[config.mk]
export PLATFORM = sky130hd
export DESIGN_NAME = vga_sync_ctrl
export DESIGN_NICKNAME = d
export VERILOG_FILES = /design/src/rtl/vga_pkg.sv /design/src/rtl/vga_axis_counter.sv /design/src/rtl/vga_sync_ctrl.sv
export SDC_FILE = /design/constraint.sdc
export NUM_CORES = 1
export LEC_CHECK = 0
export CORE_UTILIZATION = 30
export DETAILED_ROUTE_END_ITERATION = 10
export MAX_ROUTING_LAYER = met4
export PLACE_DENSITY = 0.54
export SETUP_SLACK_MARGIN = 0.05
export SYNTH_ARGS = -nofsm -noshare
export SYNTH_HDL_FRONTEND = slang
export SYNTH_SLANG_ARGS = --single-unit
[constraint.sdc]
create_clock -name Clk -period 2.75 [get_ports Clk]
set_clock_uncertainty 0.05 [all_clocks]
set_input_delay 0.4125 -clock Clk [delete_from_list [all_inputs] [get_ports Clk]]
set_output_delay 0.4125 -clock Clk [all_outputs]
set_load 0.02 [all_outputs]
[src/rtl/vga_pkg.sv]
`timescale 1ns/1ps
`default_nettype none
// ============================================================================
//  Module   : vga_pkg
//  Purpose  : Shared VGA timing defaults, line/frame totals, phase encoding
//             and colour reset values for vga_sync_ctrl and vga_axis_counter.
//  Contents : C_CLK_DIV             - system clocks per pixel
//             C_H_* / C_V_*         - phase lengths (BP, ACT, FP, SYNC order)
//             C_H_TOTAL / C_V_TOTAL - pixels per line / lines per frame
//             phase_t               - axis phase state encoding
//  Revision : 1.0  initial release
// ============================================================================
package vga_pkg;

    // Pixel clock divider: 100 MHz system clock -> 25 MHz pixel rate.
    localparam int C_CLK_DIV = 4;

    // Horizontal phase lengths in pixels.
    localparam int C_H_BP   = 48;
    localparam int C_H_ACT  = 640;
    localparam int C_H_FP   = 16;
    localparam int C_H_SYNC = 96;

    // Vertical phase lengths in lines.
    localparam int C_V_BP   = 30;
    localparam int C_V_ACT  = 480;
    localparam int C_V_FP   = 13;
    localparam int C_V_SYNC = 2;

    // Width of the Posx/Posy counters.
    localparam int C_POS_W = 10;

    // Sum of the four phase lengths of one axis.
    function automatic int phase_total(input int bp, input int act,
                                       input int fp, input int sync);
        return bp + act + fp + sync;
    endfunction

    localparam int C_H_TOTAL = phase_total(C_H_BP, C_H_ACT, C_H_FP, C_H_SYNC);
    localparam int C_V_TOTAL = phase_total(C_V_BP, C_V_ACT, C_V_FP, C_V_SYNC);

    // Axis phase encoding, in the order the phases occur along the axis.
    typedef enum logic [1:0] {
        PH_BP   = 2'd0,
        PH_ACT  = 2'd1,
        PH_FP   = 2'd2,
        PH_SYNC = 2'd3
    } phase_t;

    // Colour register reset values.
    localparam logic [7:0] C_FG_RESET = 8'hFF;
    localparam logic [7:0] C_BG_RESET = 8'h00;

endpackage
`default_nettype wire

[src/rtl/vga_axis_counter.sv]
`timescale 1ns/1ps
`default_nettype none
// ============================================================================
//  Module   : vga_axis_counter
//  Purpose  : One display axis: position counter 0..TOTAL-1 plus an explicit
//             BP -> ACT -> FP -> SYNC phase state machine.  Used once for the
//             horizontal axis (enabled per pixel) and once for the vertical
//             axis (enabled per line wrap).
//  Ports    : Clk   in   system clock
//             reset in   synchronous active-high reset
//             en    in   advance strobe (one Clk wide)
//             pos   out  current position, 0..TOTAL-1
//             state out  current phase (vga_pkg::phase_t encoding)
//             wrap  out  en while pos is TOTAL-1 (position returns to 0)
//  Revision : 1.0  initial release
// ============================================================================
module vga_axis_counter
    import vga_pkg::*;
#(
    parameter int BP    = C_H_BP,
    parameter int ACT   = C_H_ACT,
    parameter int FP    = C_H_FP,
    parameter int SYNC  = C_H_SYNC,
    parameter int WIDTH = C_POS_W
) (
    input  logic             Clk,
    input  logic             reset,
    input  logic             en,
    output logic [WIDTH-1:0] pos,
    output logic [1:0]       state,
    output logic             wrap
);

    localparam int c_total = phase_total(BP, ACT, FP, SYNC);

    // Last position of each phase; the state machine leaves a phase when the
    // counter is enabled while sitting on that phase's last position.
    localparam logic [WIDTH-1:0] c_bp_last  = WIDTH'(BP - 1);
    localparam logic [WIDTH-1:0] c_act_last = WIDTH'(BP + ACT - 1);
    localparam logic [WIDTH-1:0] c_fp_last  = WIDTH'(BP + ACT + FP - 1);
    localparam logic [WIDTH-1:0] c_last     = WIDTH'(c_total - 1);

    // Every phase must be at least one position long and the whole axis must
    // fit in the counter.
    if (BP < 1 || ACT < 1 || FP < 1 || SYNC < 1) begin : g_phase_len_chk
        $error("vga_axis_counter: every phase length must be >= 1");
    end
    if (c_total > (1 << WIDTH)) begin : g_width_chk
        $error("vga_axis_counter: axis total does not fit in WIDTH bits");
    end

    logic [WIDTH-1:0] r_pos;
    phase_t           r_state;

    always_ff @(posedge Clk) begin
        if (reset) begin
            r_pos   <= '0;
            r_state <= PH_BP;
        end else if (en) begin
            r_pos <= (r_pos == c_last) ? '0 : r_pos + WIDTH'(1);
            case (r_state)
                PH_BP:   if (r_pos == c_bp_last)  r_state <= PH_ACT;
                PH_ACT:  if (r_pos == c_act_last) r_state <= PH_FP;
                PH_FP:   if (r_pos == c_fp_last)  r_state <= PH_SYNC;
                PH_SYNC: if (r_pos == c_last)     r_state <= PH_BP;
                default:                          r_state <= PH_BP;
            endcase
        end
    end

    assign pos   = r_pos;
    assign state = r_state;
    assign wrap  = en && (r_pos == c_last);

endmodule
`default_nettype wire

[src/rtl/vga_sync_ctrl.sv]
`timescale 1ns/1ps
`default_nettype none
// ============================================================================
//  Module   : vga_sync_ctrl
//  Purpose  : VGA timing generator.  Divides Clk down to the pixel rate,
//             tracks the raster position, produces active-low hsync/vsync
//             and a registered RGB332 pixel colour chosen from the glyph /
//             background colours latched once per frame.
//  Ports    : Clk         in   system clock
//             reset       in   synchronous active-high reset
//             blank       in   blanking flag (valid one Clk after Posx/Posy)
//             letra       in   glyph-pixel flag (same timing as blank)
//             fg_color    in   glyph colour RGB332, latched at frame start
//             bg_color    in   background colour RGB332, latched at frame start
//             Posx        out  horizontal pixel count, 0..H total-1
//             Posy        out  vertical line count, 0..V total-1
//             hsync       out  horizontal sync, active-low
//             vsync       out  vertical sync, active-low
//             pix_tick    out  last Clk of each pixel period
//             frame_start out  pix_tick on which the raster returns to 0,0
//             rgb         out  registered RGB332 pixel colour
//  Revision : 1.0  initial release
// ============================================================================
module vga_sync_ctrl
    import vga_pkg::*;
#(
    parameter int CLK_DIV = C_CLK_DIV,
    parameter int H_BP    = C_H_BP,
    parameter int H_ACT   = C_H_ACT,
    parameter int H_FP    = C_H_FP,
    parameter int H_SYNC  = C_H_SYNC,
    parameter int V_BP    = C_V_BP,
    parameter int V_ACT   = C_V_ACT,
    parameter int V_FP    = C_V_FP,
    parameter int V_SYNC  = C_V_SYNC
) (
    input  logic       Clk,
    input  logic       reset,
    input  logic       blank,
    input  logic       letra,
    input  logic [7:0] fg_color,
    input  logic [7:0] bg_color,
    output logic [9:0] Posx,
    output logic [9:0] Posy,
    output logic       hsync,
    output logic       vsync,
    output logic       pix_tick,
    output logic       frame_start,
    output logic [7:0] rgb
);

    // A divider of 1 would leave no Clk between a position change and the
    // pix_tick that samples blank/letra for that position.
    if (CLK_DIV < 2) begin : g_clk_div_chk
        $error("vga_sync_ctrl: CLK_DIV must be >= 2");
    end

    localparam int                 c_div_w    = (CLK_DIV < 2) ? 1 : $clog2(CLK_DIV);
    localparam logic [c_div_w-1:0] c_div_last = c_div_w'(CLK_DIV - 1);

    // ------------------------------------------------------------------
    // Pixel-rate divider
    // ------------------------------------------------------------------
    logic [c_div_w-1:0] r_div_cnt;
    logic               w_pix_tick;

    assign w_pix_tick = (r_div_cnt == c_div_last);

    // ------------------------------------------------------------------
    // Horizontal and vertical axes
    // ------------------------------------------------------------------
    logic [9:0] w_h_pos;
    logic [9:0] w_v_pos;
    logic [1:0] w_h_state;
    logic [1:0] w_v_state;
    logic       w_h_wrap;
    logic       w_v_wrap;

    vga_axis_counter #(
        .BP    (H_BP),
        .ACT   (H_ACT),
        .FP    (H_FP),
        .SYNC  (H_SYNC),
        .WIDTH (10)
    ) u_h_axis (
        .Clk   (Clk),
        .reset (reset),
        .en    (w_pix_tick),
        .pos   (w_h_pos),
        .state (w_h_state),
        .wrap  (w_h_wrap)
    );

    // The vertical axis advances once per completed line; its wrap therefore
    // coincides with the last pixel of the frame.
    vga_axis_counter #(
        .BP    (V_BP),
        .ACT   (V_ACT),
        .FP    (V_FP),
        .SYNC  (V_SYNC),
        .WIDTH (10)
    ) u_v_axis (
        .Clk   (Clk),
        .reset (reset),
        .en    (w_h_wrap),
        .pos   (w_v_pos),
        .state (w_v_state),
        .wrap  (w_v_wrap)
    );

    // ------------------------------------------------------------------
    // Registered pixel outputs and per-frame colour registers
    // ------------------------------------------------------------------
    logic       r_hsync;
    logic       r_vsync;
    logic [7:0] r_rgb;
    logic [7:0] r_fg;
    logic [7:0] r_bg;
    logic       w_visible;

    assign w_visible = (w_h_state == PH_ACT) && (w_v_state == PH_ACT);

    always_ff @(posedge Clk) begin
        if (reset) begin
            r_div_cnt <= '0;
            r_hsync   <= 1'b1;
            r_vsync   <= 1'b1;
            r_rgb     <= 8'h00;
            r_fg      <= C_FG_RESET;
            r_bg      <= C_BG_RESET;
        end else begin
            r_div_cnt <= w_pix_tick ? '0 : r_div_cnt + c_div_w'(1);

            // Outputs describe the pixel being left, so they trail Posx/Posy
            // by one pixel period and stay aligned with each other.
            if (w_pix_tick) begin
                r_hsync <= (w_h_state != PH_SYNC);
                r_vsync <= (w_v_state != PH_SYNC);
                if (blank || !w_visible) begin
                    r_rgb <= 8'h00;
                end else begin
                    r_rgb <= letra ? r_fg : r_bg;
                end
            end

            // Colours only change between frames so a frame is never drawn
            // with a mix of old and new colours.
            if (w_v_wrap) begin
                r_fg <= fg_color;
                r_bg <= bg_color;
            end
        end
    end

    assign Posx        = w_h_pos;
    assign Posy        = w_v_pos;
    assign pix_tick    = w_pix_tick;
    assign frame_start = w_v_wrap;
    assign hsync       = r_hsync;
    assign vsync       = r_vsync;
    assign rgb         = r_rgb;

endmodule
`default_nettype wire

==> qor.txt, run 1 <==
clock-pin transition on the worst setup and hold timing paths - 0.10 ns
die area - 8604 um2
relative slew slack - 0.5830
net count of the mapped netlist - 317
Worst setup EP type - output pin
area overhead of the layout relative to synthesis - 32.76%
aggregate routed wire length - 5592 um
Avg Cell Area, Syn - 8.732 um2
final antenna-violating net count - 0
total I/O pin count - 52
power density over cell area - 395.4 nW/um2
placement row count - 32
sum of internal, switching and leakage power - 1.297 mW
RSZ-0062 raised after global routing - no
post-detail-place hpwl - 4128 um
Primary FF master, synth - sky130_fd_sc_hd__dfxtp_1
placeable core region - 7848 um2
Seq cells post-synth - 52
cell type contributing the most total cell area after synthesis - sky130_fd_sc_hd__dfxtp_1
Post-CTS Setup Bufs - 0
number of fillers in the final layout - 842
maximum ir drop on the vdd rail - 0.2284 mV
number of violations reported at the end of detailed-routing iteration 0 - 88
total DRC errors in the routed layout - 0
first-pass GRT wire length - 9418 um
final number of setup-violating endpoints - 0
GRT Max-Usage Layer - met2
Post-synth EDFFs - 0
Detailed Routing Iterations Pass 1 - 5
Sum Neg Setup Slack - 0 ns
average wire length per cell after detail routing - 12.34 um
pin count of the biggest net entering global routing - 18
drt via density - 4.627
count of unique library cells instantiated by Yosys - 47
final std cell area, no fill - 3281 um2
final period utilization - 0.9432
maximum level of the CTS H-tree - 2
total via count in the routed design - 2,096
static leakage - 1.203 nW
startpoint class of the critical path - flip-flop
number of buffers inserted during clock tree synthesis - 5
count of non-filler cells in the finished layout - 453
final core utilization - 0.4180
overall die width - 92.76 um
met2 Track Usage GR - 0.2224
Final Max Slew Viols - 0
cell count after synthesis - 283
post-place instance area - 3186 um2
sink count of the clock tree - 52
Worst Hold Class - flip-flop to flip-flop
met3 routing resource usage after global routing - 0.03120
sequential area share after synthesis - 0.4213
maximum clock insertion buffer count - 2
clock tree from TritonCTS - done
Post-Place Setup Slack - 0.09066 ns
worst path required time - 2.29 ns
fraction of layout cells with a size suffix above 1 - 0.1083
worst-skew pair later-pin latency - 0.31 ns
share of the synthesized area in the top cell type - 0.4213
initial antenna violation count - 0
final setup slack of the worst path - 0.1562 ns
Final Hold Vio Count - 0
kind of critical path - flip-flop to output pin
fraction of registers with async set/reset - 0
endpoint arrival time on the critical path - 2.13 ns
result of the run - completed
maximum clock rate - 385.5 MHz
RD Place Congestion - 0.7868
placed cell count - 445
fraction of met1 tracks used by global routing - 0.1829
Antenna Diode Count - 0
main area contributors after synthesis - sky130_fd_sc_hd__dfxtp_1 (42%), sky130_fd_sc_hd__nand2_1 (8.4%), sky130_fd_sc_hd__ha_1 (7.1%)
overall track demand over capacity in global routing - 0.1414
CTS root buffer - sky130_fd_sc_hd__clkbuf_8
Worst-Margin Slew - 0.6232 ns
max_cap viols - 0
Initial Util - 0.3149
crit path time final - 2.594 ns
final worst hold slack - 0.3837 ns
overall die height - 92.76 um
Ys Warns - 0
Remaining Overflow, GRT - 0
number of global-route vias before repair - 2,001
total of buffers placed on input and output ports - 51
Max FO, Critical Path - 3
count of nets after finishing - 384
cell area after synthesis - 2471 um2
-- path summary, 6_finish.rpt --
| path | start | depth (start not counted) | slack, ns | end |
|---|---|---|---|---|
| worst max register to register | u_v_axis.pos[5]$_SDFFE_PP0P_ | 6 | 0.45 | u_v_axis.pos[0]$_SDFFE_PP0P_ |
| worst max-delay path | u_v_axis.pos[5]$_SDFFE_PP0P_ | 5 | 0.16 | frame_start |
| worst min register to register | r_div_cnt[0]$_SDFF_PP0_ | 1 | 0.38 | r_div_cnt[0]$_SDFF_PP0_ |
| worst min-delay path | r_div_cnt[0]$_SDFF_PP0_ | 1 | 0.38 | r_div_cnt[0]$_SDFF_PP0_ |
-- sequential cells by signal (all words and copies together), names as in the netlist --
register and cells:
u_v_axis.state 2, u_h_axis.pos 10, hsync 1, r_fg 8, rgb 8, u_h_axis.state 2, r_div_cnt 2, r_bg 8
u_v_axis.pos 10, vsync 1
-- cell usage after synthesis, drive strengths merged, types with 2 or more instances --
cell and number:
dfxtp 52, buf 7, xor2 7, ha 14, nand3b 8, nand2 56
or3 6, mux2i 8, xnor2 9, inv 10, a21oi 16, nor4 3
nand4 6, nand2b 6, nor2 21, a221oi 2, o21ai 13, a21o 2
or4 2, nand3 9, nor3 7, clkbuf 4
-- report_power, final --
group	total, mW	leakage (nW)	internal [mW]	switching [mW]
Combinational	0.0808	0.734	0.0451	0.0358
Sequential	0.760	0.420	0.758	0.00202
Clock	0.457	0.0485	0.183	0.274
Total	1.30	1.20	0.986	0.311
-- cell families (layout without fill, tap and decap cells) --
| logic type | count (synthesis) | count (layout) | synth area share |
|---|---|---|---|
| flops | 52 | 52 | 0.4213 |
| buf+inv | 22 | 90 | 0.04861 |
| xor+xnor | 16 | 16 | 0.05671 |
| mux | 8 | 8 | 0.03241 |
| compound gates | 39 | 39 | 0.1048 |
| fa+ha+maj | 14 | 14 | 0.07089 |
| simple gates | 132 | 132 | 0.2653 |
-- worst max-delay path: stages, from the launching register on --
cell and delay [ns]:
sky130_fd_sc_hd__dfxtp_1 0.32, sky130_fd_sc_hd__or4_4 0.54, sky130_fd_sc_hd__or3_4 0.40, sky130_fd_sc_hd__or2_4 0.26, sky130_fd_sc_hd__clkinv_4 0.05, sky130_fd_sc_hd__clkdlybuf4s15_2 0.24
-- per-layer routing --
layer	up-vias	share of wire
li1	1097	-
met1	958	0.50
met2	35	0.46
met3	6	0.034
met4	0	0.012
met5	-	0
-- what timing repair did --
| action | 4_1_cts | 5_1_grt |
|---|---|---|
| setup endpoints to repair | 1 | 1 |
| hold endpoints to repair | 0 | 0 |
| gates resized for setup | 3 | 1 |
| hold buffers | 0 | 0 |
-- final cells by class --
cell class | count | area [um2] | area share
clock buffer | 5 | 68.82 | 0.02098
tap | 102 | 127.6 | 0.03890
inverter | 11 | 46.29 | 0.01411
clock inverter | 3 | 22.52 | 0.006865
multi-input combinational | 209 | 1313 | 0.4001
timing repair buffer | 71 | 661.9 | 0.2018
sequential | 52 | 1041 | 0.3173
-- cell usage in the layout (no fill, tap or decap), types with 2 or more instances in the layout --
cell type,count
sky130_fd_sc_hd__a21oi_1,15
sky130_fd_sc_hd__dfxtp_1,52
sky130_fd_sc_hd__mux2i_1,8
sky130_fd_sc_hd__nand3_1,9
sky130_fd_sc_hd__xor2_1,7
sky130_fd_sc_hd__nand3b_1,8
sky130_fd_sc_hd__a21o_1,2
sky130_fd_sc_hd__or3_1,5
sky130_fd_sc_hd__nor3_1,7
sky130_fd_sc_hd__nand4_1,6
sky130_fd_sc_hd__nand2_1,55
sky130_fd_sc_hd__buf_4,20
sky130_fd_sc_hd__o21ai_0,13
sky130_fd_sc_hd__inv_1,10
sky130_fd_sc_hd__clkdlybuf4s50_1,50
sky130_fd_sc_hd__xnor2_1,9
sky130_fd_sc_hd__nor2_1,21
sky130_fd_sc_hd__nor4_1,2
sky130_fd_sc_hd__clkbuf_8,5
sky130_fd_sc_hd__clkinv_4,2
sky130_fd_sc_hd__nand2b_1,6
sky130_fd_sc_hd__ha_1,14
(Power assumes the default switching activity.)
==> inputs of run 2 (changes only) <==
--- a/config.mk
+++ b/config.mk
@@ -6,9 +6,10 @@
 export NUM_CORES = 1
 export LEC_CHECK = 0
 export CORE_UTILIZATION = 30
+export CTS_BUF_LIST = sky130_fd_sc_hd__clkbuf_4
 export DETAILED_ROUTE_END_ITERATION = 10
 export MAX_ROUTING_LAYER = met4
-export PLACE_DENSITY = 0.54
+export PLACE_DENSITY_LB_ADDON = 0.3
 export SETUP_SLACK_MARGIN = 0.05
 export SYNTH_ARGS = -nofsm -noshare
 export SYNTH_HDL_FRONTEND = slang
==> qor.txt, run 2 (synthesis gave the netlist of run 1 again) <==
result of the run - completed
Max FO, Critical Path - 3 (unchanged)
number of hold-repair buffers added at the cts stage - 0 (unchanged)
Initial Util - 0.3149 (unchanged)
Final Max Slew Viols - 0 (unchanged)
maximum clock insertion buffer count - 2 (unchanged)
count of nets after finishing - 383 (-0.26%)
average wire length per cell after detail routing - 12.72 um (+3.1%)
number of global-route vias before repair - 1,951 (-2.5%)
Remaining Overflow, GRT - 0 (unchanged)
initial antenna violation count - 0 (unchanged)
worst path required time - 2.29 ns (about the same)
total DRC errors in the routed layout - 0 (unchanged)
Detailed Routing Iterations Pass 1 - 4 (-1)
clock tree from TritonCTS - done
RD Place Congestion - 0.7755 (-1.4%)
Top delay family on crit path - simple AND/OR/NAND/NOR gates
GRT Max-Usage Layer - met2
total via count in the routed design - 2,141 (+2.1%)
met2 Track Usage GR - 0.2089 (-0.01348)
relative slew slack - 0.5646 (-0.01836)
static leakage - 1.183 nW (-1.6%)
number of cells traversed by the worst hold path - 1 (unchanged)
area overhead of the layout relative to synthesis - 30.89%
cell with the largest stage delay on the worst path - sky130_fd_sc_hd__or4_4
Bufs and invs on worst path - 2 (unchanged)
placement row count - 32 (unchanged)
Worst-Margin Slew - 0.6507 ns (+0.02744 ns)
crit path time final - 2.586 ns (-0.008174 ns)
final antenna-violating net count - 0 (unchanged)
reg2reg setup slack - 0.42 ns (-0.03 ns)
number of buffers inserted during clock tree synthesis - 5 (unchanged)
sink count of the clock tree - 52 (unchanged)
count of cells along the worst register-to-register path - 6 (unchanged)
end of the worst register-to-register path - u_v_axis.pos[7]$_SDFFE_PP0P_
overall die width - 92.76 um (unchanged)
overall die height - 92.76 um (unchanged)
sum of internal, switching and leakage power - 1.192 mW (-8.1%)
Final Hold Vio Count - 0 (unchanged)
maximum clock rate - 386.8 MHz (+0.32%)
max_cap viols - 0 (unchanged)
worst-skew pair later-pin latency - 0.37 ns (+0.06 ns)
final number of setup-violating endpoints - 0 (unchanged)
post-detail-place hpwl - 4287 um (+3.9%)
final core utilization - 0.4121 (-0.005899)
Antenna Diode Count - 0 (unchanged)
number of violations reported at the end of detailed-routing iteration 0 - 77 (-13%)
final period utilization - 0.9402 (-0.002972)
total of buffers placed on input and output ports - 51 (unchanged)
kind of critical path - flip-flop to output pin
aggregate routed wire length - 5750 um (+2.8%)
Worst Hold Class - flip-flop to flip-flop
die area - 8604 um2 (unchanged)
cell-by-cell trace of the critical path - or4_4 -> or3_4 -> or2_4 -> clkinv_4 -> buf_2
clock-pin transition on the worst setup and hold timing paths - 0.15 ns (+0.05 ns)
met3 routing resource usage after global routing - 0.03202 (+0.0008210)
endpoint arrival time on the critical path - 2.12 ns (about the same)
Sum Neg Setup Slack - 0 ns (unchanged)
maximum ir drop on the vdd rail - 0.1553 mV (-32%)
worst hold path startpoint - r_div_cnt[0]$_SDFF_PP0_
fraction of met1 tracks used by global routing - 0.1916 (+0.008682)
most frequent standard cell in the layout excluding fill and tap cells - sky130_fd_sc_hd__nand2_1
r2r startpoint - u_v_axis.pos[5]$_SDFFE_PP0P_
overall track demand over capacity in global routing - 0.1411 (-0.0002786)
total I/O pin count - 52 (unchanged)
Worst setup EP type - output pin
first-pass GRT wire length - 9425 um (about the same)
maximum level of the CTS H-tree - 2 (unchanged)
RSZ-0062 raised after global routing - no
placeable core region - 7848 um2 (unchanged)
peak per-stage delay on the critical path - 0.54 ns (about the same)
pin count of the biggest net entering global routing - 19 (+1)
drt via density - 4.737 (+2.4%)
commonest cells after routing, fill and taps aside - sky130_fd_sc_hd__nand2_1 (55), sky130_fd_sc_hd__dfxtp_1 (52), sky130_fd_sc_hd__clkdlybuf4s50_1 (50), sky130_fd_sc_hd__nor2_1 (21), sky130_fd_sc_hd__buf_4 (19)
power density over cell area - 368.5 nW/um2 (-6.8%)
CTS root buffer - sky130_fd_sc_hd__clkbuf_4
startpoint class of the critical path - flip-flop
Endpoint, Worst Hold - r_div_cnt[0]$_SDFF_PP0_
fraction of layout cells with a size suffix above 1 - 0.1057 (-0.002548)
## run 2: worst reg2reg max path, delay by kind of cell, from the launching register on
| family | cells | cell delay [ns] |
|---|---|---|
| and+or+nand+nor | 5 | 1.64 |
| buffers and inverters | 1 | 0.20 |
| DFF | 1 | 0.34 |
## run 2: layout make-up
class                   instances  area (um2)
fillers                       803        4613
well taps                     102       127.6
clock buffers                   5       37.54
flip-flops and latches         52        1041
clock inverters                 3       21.27
repair buffers                 70       648.1
inverters                      11       46.29
multi-input cells             209        1313
## run 2: how the worst max path moves through the flow
| stage | start | endpoint | slack, ns | depth (start not counted) |
|---|---|---|---|---|
| after global routing | u_v_axis.pos[5]$_SDFFE_PP0P_ | frame_start | 0.09 | 5 |
| after CTS | u_v_axis.pos[5]$_SDFFE_PP0P_ | frame_start | 0.13 | 5 |
| after global placement | u_v_axis.pos[5]$_SDFFE_PP0P_ | frame_start | 0.09 | 5 |
| final | u_v_axis.pos[5]$_SDFFE_PP0P_ | frame_start | 0.16 | 5 |
| after detailed placement | u_v_axis.pos[5]$_SDFFE_PP0P_ | frame_start | 0.08 | 5 |
| after floorplan | u_h_axis.pos[4]$_SDFFE_PP0P_ | frame_start | 0.33 | 7 |
## run 2: per-stage QoR
step	std cells	setup slack, ns	area [um2]	hold slack, ns
after CTS	452	0.1272	3234	0.3967
after global placement	444	0.09267	3178	0.3614
after detailed placement	444	0.07952	3178	0.3766
final	452	0.1644	3234	0.3891
after global routing	452	0.09047	3234	0.4256
after floorplan	283	0.3277	2471	0.3543
## run 2: repair_timing
action / CTS / global route
setup endpoints to repair: 1 / 0
buffers inserted: 0 / 0
gates resized for setup: 5 / 0
## run 2: routing by layer
| layer | up-vias | part of all wire |
|---|---|---|
| met3 | 10 | 0.040 |
| met1 | 988 | 0.48 |
| met5 | - | 0 |
| li1 | 1094 | - |
| met2 | 49 | 0.46 |
| met4 | 0 | 0.015 |
## run 2: power by group
part / internal, mW / switching [mW]
logic: 0.0453 / 0.0371
clock network: 0.102 / 0.247
registers: 0.759 / 0.00205
==> inputs of run 3 (changes only) <==
--- a/config.mk
+++ b/config.mk
@@ -5,12 +5,14 @@
 export SDC_FILE = /design/constraint.sdc
 export NUM_CORES = 1
 export LEC_CHECK = 0
-export CORE_UTILIZATION = 30
+export CORE_UTILIZATION = 45
 export CTS_BUF_LIST = sky130_fd_sc_hd__clkbuf_4
 export DETAILED_ROUTE_END_ITERATION = 10
+export DONT_BUFFER_PORTS = 1
 export MAX_ROUTING_LAYER = met4
 export PLACE_DENSITY_LB_ADDON = 0.3
 export SETUP_SLACK_MARGIN = 0.05
 export SYNTH_ARGS = -nofsm -noshare
 export SYNTH_HDL_FRONTEND = slang
+export SYNTH_HIERARCHICAL = 1
 export SYNTH_SLANG_ARGS = --single-unit
==> qor.txt, run 3 <==
maximum level of the CTS H-tree - 2 (unchanged)
worst-skew pair later-pin latency - 0.38 ns (about the same)
worst path required time - 2.29 ns (about the same)
Max FO, Critical Path - 25 (+22)
RD Place Congestion - 0.8126 (+4.8%)
launch point of the worst path - u_h_axis/pos[6]$_SDFFE_PP0P_
Initial Util - 0.4707 (+0.1558)
placement row count - 27 (-16%)
Remaining Overflow, GRT - 0 (unchanged)
overall die width - 78.36 um (-16%)
number of fillers in the final layout - 537 (-33%)
post-detail-place hpwl - 3520 um (-18%)
net count of the mapped netlist - 301 (-5.0%)
end point of the critical path - frame_start
number of global-route vias before repair - 1,743 (-11%)
CTS root buffer - sky130_fd_sc_hd__clkbuf_4
peak per-stage delay on the critical path - 0.48 ns (-0.06 ns)
Worst setup EP type - output pin
cell depth of the worst setup path - 5 (unchanged)
final std cell area, no fill - 2791 um2 (-14%)
kind of critical path - flip-flop to output pin
placed cell count - 329 (-26%)
drt via density - 5.280 (+11%)
top-count cell post-synth - sky130_fd_sc_hd__dfxtp_1
average wire length per cell after detail routing - 14.58 um (+15%)
Worst-Margin Slew - 0.5326 ns (-0.1180 ns)
reg2reg setup slack - 0.58 ns (+0.16 ns)
Antenna Diode Count - 0 (unchanged)
sequential area share after synthesis - 0.3968 (-0.02451)
pin count of the biggest net entering global routing - 30 (+11)
endpoint arrival time on the critical path - 2.09 ns (-0.03 ns)
cell count after synthesis - 265 (-6.4%)
startpoint class of the critical path - flip-flop
cell with the largest stage delay on the worst path - sky130_fd_sc_hd__dfxtp_1
count of unique library cells instantiated by Yosys - 45 (-4.3%)
relative slew slack - 0.6429 (+0.07826)
fraction of layout cells with a size suffix above 1 - 0.1236 (+0.01788)
Worst Hold Class - input port to flip-flop
number of violations reported at the end of detailed-routing iteration 0 - 88 (+14%)
first-pass GRT wire length - 8252 um (-12%)
Final Max Slew Viols - 0 (unchanged)
max_cap viols - 0 (unchanged)
area overhead of the layout relative to synthesis - 6.390%
worst hold path startpoint - reset
RSZ-0062 raised after global routing - no
final antenna-violating net count - 0 (unchanged)
cell-by-cell trace of the critical path - and4bb_1 -> and4_1 -> inv_1 -> nor4_4 -> buf_6
count of cells along the worst register-to-register path - 7 (+1)
area of combinational cells with multiple inputs - 1443 um2 (+9.9%)
commonest cells in the netlist - sky130_fd_sc_hd__dfxtp_1 (52), sky130_fd_sc_hd__nor2_1 (34), sky130_fd_sc_hd__inv_1 (22), sky130_fd_sc_hd__mux2i_1 (21), sky130_fd_sc_hd__ha_1 (16)
number of buffers inserted during clock tree synthesis - 5 (unchanged)
commonest cells after routing, fill and taps aside - sky130_fd_sc_hd__dfxtp_1 (50), sky130_fd_sc_hd__nor2_1 (34), sky130_fd_sc_hd__inv_1 (22), sky130_fd_sc_hd__mux2i_1 (21), sky130_fd_sc_hd__ha_1 (15)
post-place instance area - 2701 um2 (-15%)
Top delay family on crit path - simple AND/OR/NAND/NOR gates
most frequent standard cell in the layout excluding fill and tap cells - sky130_fd_sc_hd__dfxtp_1
multiplexer area fraction after synthesis - 0.08011 (+0.04771)
post-synthesis share of cell area spent on and, or, nand and nor gates - 0.2017 (-0.06360)
maximum clock rate - 391.7 MHz (+1.3%)
Post-synth EDFFs - 0 (unchanged)
overall die height - 78.36 um (-16%)
Post-CTS Setup Bufs - 0 (unchanged)
power density over cell area - 422.3 nW/um2 (+15%)
complex-gate fraction of the synthesized area - 0.1235 (+0.01870)
main area contributors after synthesis - sky130_fd_sc_hd__dfxtp_1 (40%), sky130_fd_sc_hd__mux2i_1 (8.0%), sky130_fd_sc_hd__ha_1 (7.6%)
aggregate routed wire length - 4941 um (-14%)
Seq cells post-synth - 52 (unchanged)
crit path time final - 2.553 ns (-0.03297 ns)
Avg Cell Area, Syn - 9.901 um2 (+13%)
share of the synthesized area in the top cell type - 0.3968 (-0.02451)
clock-pin transition on the worst setup and hold timing paths - 0.16 ns (about the same)
Post-Synth XOR/XNOR Area - 0.06009 (+0.003377)
cell area after synthesis - 2624 um2 (+6.2%)
final worst hold slack - 0.03759 ns (-0.3515 ns)
count of non-filler cells in the finished layout - 339 (-25%)
final number of setup-violating endpoints - 0 (unchanged)
post-synthesis share of cell area spent on full adders, half adders and majority gates - 0.07630 (+0.005413)
placeable core region - 5574 um2 (-29%)
maximum clock insertion buffer count - 2 (unchanged)
final period utilization - 0.9282 (-0.01199)
Detailed Routing Iterations Pass 1 - 4 (unchanged)
Primary FF master, synth - sky130_fd_sc_hd__dfxtp_1
total of buffers placed on input and output ports - 0 (-100%)
initial antenna violation count - 0 (unchanged)
count of nets after finishing - 302 (-21%)
dominant combinational cell family by area after synthesis - simple AND/OR/NAND/NOR gates
r2r startpoint - u_h_axis/pos[6]$_SDFFE_PP0P_
Ys Warns - 6 (+6)
total DRC errors in the routed layout - 0 (unchanged)
maximum ir drop on the vdd rail - 0.2460 mV (+58%)
overall track demand over capacity in global routing - 0.1753 (+0.03418)
static leakage - 1.010 nW (-15%)
result of the run - completed
Sum Neg Setup Slack - 0 ns (unchanged)
sequential cell area - 1044 um2 (+0.24%)
cell type contributing the most total cell area after synthesis - sky130_fd_sc_hd__dfxtp_1
end of the worst register-to-register path - r_fg[4]$_SDFFE_PP1P_
total via count in the routed design - 1,790 (-16%)
total I/O pin count - 52 (unchanged)
clock tree from TritonCTS - done
fraction of registers with async set/reset - 0 (unchanged)
Final Hold Vio Count - 0 (unchanged)
Bufs and invs on worst path - 2 (unchanged)
die area - 6140 um2 (-29%)
sink count of the clock tree - 52 (unchanged)
[run 3: changes by cell type in the layout (fill, tap and decap cells not counted), moves of 12 or more]
cell                              change
sky130_fd_sc_hd__o21ai_0             -13
sky130_fd_sc_hd__mux2i_1             +13
sky130_fd_sc_hd__nand2_1             -49
sky130_fd_sc_hd__a21oi_1             -14
sky130_fd_sc_hd__buf_4               -14
sky130_fd_sc_hd__nor2_1              +13
sky130_fd_sc_hd__clkdlybuf4s50_1     -50
sky130_fd_sc_hd__inv_1               +12
[run 3: worst reg2reg max path, cell delays in order, from the launching register on]
cell and delay [ns]:
sky130_fd_sc_hd__dfxtp_1 0.48, sky130_fd_sc_hd__and4bb_1 0.38, sky130_fd_sc_hd__and4_1 0.23, sky130_fd_sc_hd__inv_1 0.08, sky130_fd_sc_hd__nor4_4 0.25, sky130_fd_sc_hd__buf_6 0.29
sky130_fd_sc_hd__nor2b_1 0.09, sky130_fd_sc_hd__a211o_1 0.22
[run 3: what timing repair did]
action                                 CTS  global route
hold buffers                             1             1
gates resized for setup                  0             3
endpoints found under the hold margin    5             2
setup endpoints to repair                0             1
[run 3: layout make-up]
type / count / share of cell area
Inverter: 22 / 0.02958
Timing Repair Buffer: 8 / 0.02465
Multi-Input combinational cell: 177 / 0.5168
Clock buffer: 5 / 0.01345
Tap cell: 72 / 0.03227
Sequential cell: 52 / 0.3738
Clock inverter: 3 / 0.009413
[run 3: worst min path at each step]
stage,cells after the start,to
after detailed placement,1,r_div_cnt[0]$_SDFF_PP0_
final,1,u_h_axis/pos[7]$_SDFFE_PP0P_
after global placement,1,r_div_cnt[0]$_SDFF_PP0_
after CTS,1,u_h_axis/pos[1]$_SDFFE_PP0P_
after floorplan,1,r_div_cnt[0]$_SDFF_PP0_
after global routing,1,r_bg[7]$_SDFFE_PP0P_
[run 3: power breakdown]
part / internal, mW / switching, mW / total, mW
Sequential: 0.759 / 0.00602 / 0.765
Combinational: 0.0214 / 0.0246 / 0.0459
Clock: 0.107 / 0.261 / 0.368
Total: 0.887 / 0.292 / 1.18
[run 3: cells by family (layout without fill, tap and decap cells)]
logic type               after synthesis  count (layout)
multiplexers                          21              21
flip-flops                            52              52
buffers and inverters                 36              38
AO/OA/AOI/OAI                         29              29
adder cells (fa/ha/maj)               16              16
XOR/XNOR                              18              18
AND/OR/NAND/NOR                       93              93
[run 3: metal layers]
metal,share of wire,vias to the layer above,track usage
met1,0.45,822,0.2020
met4,0.014,0,0.06111
li1,-,920,-
met5,0,-,-
met2,0.47,42,0.2798
met3,0.068,6,0.06512
[run 3: through the flow]
stage               worst slack (ns)  utilization  total power, mW
CTS                          0.06421       0.4979            1.199
finish                        0.1973       0.5008            1.179
global placement              0.5322       0.4846           0.8232
detailed placement            0.5024       0.4846           0.8240
global route                 0.06017       0.5008            1.235
floorplan                    0.05522            -           0.8253
